--- src/rtl/dmem_resume_ctrl.sv ---
// rtl/dmem_resume_ctrl.sv - Memory-stage load/store responder for the Decode stall/resume handshake.
module dmem_resume_ctrl #(
  parameter int TIMEOUT_CYCLES = 255
) (
  input  logic        clk,
  input  logic        rst,
  input  logic        dmem_stall,
  input  logic        mem_read_m,
  input  logic        mem_write_m,
  input  logic [31:0] addr_m,
  input  logic [31:0] wdata_m,
  output logic        dmem_resume,
  output logic [31:0] rdata_m,
  output logic        access_err,
  output logic        bus_req,
  output logic        bus_we,
  output logic [31:0] bus_addr,
  output logic [31:0] bus_wdata,
  input  logic        bus_gnt,
  input  logic        bus_rvalid,
  input  logic [31:0] bus_rdata
);

  localparam int CW = $clog2(TIMEOUT_CYCLES + 1);

  typedef enum logic [1:0] {IDLE, ISSUE, WAIT, DONE} state_t;

  state_t          state, state_nxt;
  logic [CW-1:0]   cnt;
  logic            holdoff;
  logic            we_q;
  logic            err_q;
  logic [31:0]     addr_q;
  logic [31:0]     wdata_q;
  logic            capture;
  logic            misalign;
  logic            complete;
  logic            timeout;

  always_comb begin
    capture   = (state == IDLE) && dmem_stall && (mem_read_m || mem_write_m) && !holdoff;
    misalign  = (addr_m[1:0] != 2'b00);
    complete  = ((state == ISSUE) && bus_gnt && bus_rvalid) || ((state == WAIT) && bus_rvalid);
    // Completion in the final budget cycle beats the timeout.
    timeout   = ((state == ISSUE) || (state == WAIT)) && !complete &&
                (cnt == CW'(TIMEOUT_CYCLES - 1));
    state_nxt = state;
    case (state)
      IDLE:    if (capture) state_nxt = misalign ? DONE : ISSUE;
      ISSUE:   if (complete || timeout) state_nxt = DONE;
               else if (bus_gnt) state_nxt = WAIT;
      WAIT:    if (complete || timeout) state_nxt = DONE;
      DONE:    state_nxt = IDLE;
      default: state_nxt = IDLE;
    endcase
  end

  always_ff @(posedge clk) begin
    if (rst) state <= IDLE;
    else     state <= state_nxt;
  end

  always_ff @(posedge clk) begin
    if (rst) begin
      cnt     <= '0;
      holdoff <= 1'b0;
      we_q    <= 1'b0;
      err_q   <= 1'b0;
      addr_q  <= '0;
      wdata_q <= '0;
      rdata_m <= '0;
    end else begin
      // Decode's stall is still high in the cycle after DONE; don't re-capture it.
      holdoff <= (state == DONE);
      if (capture) begin
        we_q    <= mem_write_m;
        addr_q  <= {addr_m[31:2], 2'b00};
        wdata_q <= wdata_m;
        err_q   <= misalign;
        cnt     <= '0;
        if (misalign && !mem_write_m) rdata_m <= '0;
      end
      if ((state == ISSUE) || (state == WAIT)) cnt <= cnt + CW'(1);
      if (timeout) begin
        err_q <= 1'b1;
        if (!we_q) rdata_m <= '0;
      end
      if (complete && !we_q) rdata_m <= bus_rdata;
    end
  end

  assign dmem_resume = (state == DONE);
  assign access_err  = (state == DONE) && err_q;
  assign bus_req     = (state == ISSUE);
  assign bus_we      = we_q;
  assign bus_addr    = addr_q;
  assign bus_wdata   = wdata_q;

endmodule

--- config.mk ---
export PLATFORM = sky130hd
export DESIGN_NAME = dmem_resume_ctrl
export DESIGN_NICKNAME = d
export VERILOG_FILES = /design/src/rtl/dmem_resume_ctrl.sv
export SDC_FILE = /design/constraint.sdc
export NUM_CORES = 1
export LEC_CHECK = 0
export BUFFER_PORTS_ARGS = -buffer_cell sky130_fd_sc_hd__buf_2
export CORE_ASPECT_RATIO = 1.2
export CORE_MARGIN = 2
export CORE_UTILIZATION = 40
export CTS_CLUSTER_SIZE = 30
export DETAILED_ROUTE_END_ITERATION = 10
export PLACE_DENSITY = 0.74
export SYNTH_ARGS = -nofsm -noshare
export SYNTH_HDL_FRONTEND = slang
export SYNTH_SLANG_ARGS = --single-unit
--- constraint.sdc ---
create_clock -name clk -period 2.4 [get_ports clk]
set_input_delay 0.48 -clock clk [delete_from_list [all_inputs] [get_ports clk]]
set_output_delay 0.48 -clock clk [all_outputs]
set_load 0.1 [all_outputs]
==> flow_results.org <==
** Critical path
- Largest incremental delay on the critical path :: 0.68 ns
- CP delay by family, top :: compound AO/OA/AOI/OAI gates
- Critical path data arrival time :: 2.39 ns
- The critical path in this run is classified as reg2reg.
- STA classifies the critical path startpoint as a flop.
- Along the worst path, the maximum fanout reaches 16.
- For this design, the slowest cell found on the critical path is a211oi_4.
- Endpoint class of the critical path :: flop
- The critical path goes through inv_1, ha_1, a21o_1, o2bb2ai_2, a211oi_4, a22o_1.
- For the worst setup path, the data required time is 2.69 ns.
- The number of buffers and inverters on the critical path is 1.

** Yosys
- Synthesis produced 437 cells.
- Portion of the post-synthesis area used by sequential elements :: approximately 53%
- Ranking of synthesized cells by area :: dfxtp_1 (53%), nand2_1 (11%), a21oi_1 (7.3%)
- Most frequent cell after synthesis :: nand2_1
- Mean Syn Cell Area :: 9.25 sq um
- The synthesized design contains 0 enable-type register cells.
- Netlist Area Pre-Place :: 4040 sq um
- Yosys warnings :: 0
- Synth cell count leaders :: nand2_1 (122), dfxtp_1 (107), a21oi_1 (59)
- Post-synthesis sequential element count :: 107
- Post-synthesis cell type count :: 47
- For this run, the leading register cell type out of synthesis is dfxtp_1.
- The synthesized design spends more area on one cell type than any other, namely dfxtp_1.
- Asr flop ratio synth :: 0%
- Fraction of post-synthesis cell area in the top cell type by area :: between 50 and 60%

** Placement
- Detailed placer's ending HPWL :: between 7 and 8 mm
- The placed instances occupy a cell area of 5090 sq um.
- Buffers placed on the I/O ports in this run total 200.
- Final estimated routing congestion in global placement :: 0.777
- Cell count after placement :: 741

** Die
- The core region is 9910 sq um.
- Die height :: 114 um
- Site row count :: 40
- Die Wd :: 95.8 um
- The initial utilization of the core area, before any placement, comes to 40.8%.
- The die covers between 10,000 and 15,000 sq um.
- Boundary Pins :: roughly 200

** CTS
- Clock-pin slew was measured on the worst setup and hold paths at 0.07 ns.
- Latest clock arrival within the worst-skew pair :: between 0.3 and 0.4 ns
- Post-CTS timing repair inserted 0 buffers for setup.
- The H-tree generated during clock tree synthesis spans 3 levels.
- The clock drives 107 sinks.
- The number of hold buffers added after CTS was 0.
- TritonCTS buffer count :: 9
- Buffers from clock root to sink, at most :: 2
- CTS Root Cell :: clkbuf_16
- TritonCTS clock tree :: yes

** Power and ir drop
- Leakage power summed over all cells :: 2.51 nW
- Cell Pwr Density :: 1280 nW/um^2
- Total power after layout :: around 0.007 W
- Maximum resistive drop on vdd :: 549 uV

** Cells and area
- In the final layout, the share of cells above drive strength 1 is 40.8%.
- After routing the design area is roughly 5400 sq um.
- After the flow finishes, the layout carries non-filler instances totaling 758.
- Cells fill 54.4% of the core in the end.
- Area added between synthesis and finish :: 33.5%
- Post-layout nets :: 737
- Number of antenna repair diodes :: 0

** Global routing
- Entering global routing, the biggest net connects slightly above 40 pins.
- The initial antenna violation count was 1.
- Number of global-route vias before repair :: 3,606
- First-pass GRT wire length :: 16.1 mm
- Total congestion overflow :: 0
- Combined global-route utilization of all metal layers :: a little under a fifth

** Timing
- In this run the tightest slew margin relative to its limit is slightly below 50%.
- The number of max-slew violations in the final report came to 0.
- Worst hold slack after final layout :: 0.344 ns
- Highest clock rate :: 475 MHz
- Layout Skew :: 0.0143 ns
- RSZ-0062 raised after global routing :: no
- Setup violations remaining at the end of the flow were counted as 0.
- At the pin with the least slew margin, the transition time is 0.752 ns.
- Clock period minus worst slack :: 2.10 ns
- Tcrit/Tclk final :: 87.6%
- The number of endpoints with negative hold slack in the final report is 0.

** Routing
- The detail route stage leaves a number of antenna-violating nets equal to 0.
- Before antenna repair, the detailed router went through 4 iterations.
- For this block, the via count after detailed routing is 3,773.
- DRC Markers :: 0
- Post-DR vias/cell :: ~5
- Routed WL :: 10.5 mm
- Mean routed wirelength per cell :: 13.8 um
- In this run, the number of DRC markers left after iteration 0 of detailed routing was 157.

** Outcome
- The flow ran to the end, and the final reports show no timing, DRC or antenna violations.

** Worst hold path
- Type of the most critical hold path :: in2reg

** Flow run
- Max-cap violations in this run came to 0.
==> where the power goes <==
group | switching (W) | internal [W]
sequential | 0.000163 | 0.00205
combinational | 0.00265 | 0.000627
clock | 0.000655 | 0.000737
==> worst reg2reg max path: stages (launching register included) <==
cell and delay (ns):
dfxtp_1 0.40, inv_1 0.11, ha_1 0.24, a21o_1 0.19, o2bb2ai_2 0.18, a211oi_4 0.68
a22o_1 0.25
==> logic make-up (layout without fill, tap and decap cells) <==
group	Yosys count	count (layout)	synth area share (%)
DFF	107	107	53.0
buffers and inverters	37	230	5.02
and+or+nand+nor	160	160	18.1
muxes	1	1	0.279
other	1	2	0.0928
AOI/OAI and AO/OA	124	125	21.3
adders and majority gates	7	7	2.17
==> routing by layer <==
metal | share of wire (%) | GRT usage (%) | vias to the layer above
li1 | - | - | 1871
met1 | 41 | 21.8 | 1738
met2 | 49 | 31.5 | 146
met3 | 8.2 | 4.54 | 16
met4 | 1.3 | 7.71 | 2
met5 | 0.10 | 0 | -
==> through the flow <==
stage | setup slack (ns) | TNS (ns)
6_report | 0.297 | 0
3_3_place_gp | 0.0914 | 0
5_1_grt | 0.186 | 0
4_1_cts | 0.0733 | 0
2_1_floorplan | 0.123 | 0
3_5_place_dp | -0.0516 | -1.14
==> cell usage in the layout (no fill, tap or decap), drive strengths merged, types with 2 or more instances in the layout <==
master / Yosys / final
buf: 17 / 209
nand2: 132 / 132
dfxtp: 107 / 107
a21oi: 70 / 70
a22o: 32 / 32
clkbuf: 15 / 11
ha: 7 / 7
inv: 5 / 6
nand3: 5 / 5
nor2: 5 / 5
nand2b: 4 / 4
o211ai: 3 / 3
a311oi: 3 / 3
a211oi: 2 / 3
o21ai: 3 / 3
or2: 3 / 3
nand4: 2 / 2
nor2b: 2 / 2
a41oi: 2 / 2
conb: 1 / 2
clkinvlp: 0 / 2
clkinv: 0 / 2
==> sequential cells by signal, indices dropped and copies added, names as in the netlist <==
signal     count
err_q          1
bus_wdata     32
holdoff        1
rdata_m       32
cnt            8
bus_addr      30
bus_we         1
state          2
==> final timing paths <==
kind,startpoint,end,slack [ns],depth (start not counted)
setup / recovery,state[0]$_SDFFE_PP0P_,rdata_m[11]$_SDFF_PP0_,0.30,6
hold / removal,bus_rdata[6],rdata_m[6]$_SDFF_PP0_,0.34,2
setup reg to reg,state[0]$_SDFFE_PP0P_,rdata_m[11]$_SDFF_PP0_,0.30,6
hold reg to reg,bus_addr[15]$_SDFFE_PP0P_,bus_addr[15]$_SDFFE_PP0P_,0.45,2
==> cell type report <==
cell class | count | area, sq um
fill | 925 | 4520
sequential | 107 | 2140
multi-input combinational | 295 | 1730
timing repair buffer | 209 | 1070
clock buffer | 11 | 243
tap | 126 | 158
clock inverter | 5 | 37.5
inverter | 5 | 18.8
==> timing repair <==
item / 4_1_cts / 5_1_grt
endpoints found under the hold margin: 0 / 0
cloned: 1 / 0
resized for setup: 0 / 1
setup endpoints to repair: 32 / 16
pin swaps: 1 / 0
(Power assumes the default switching activity.)
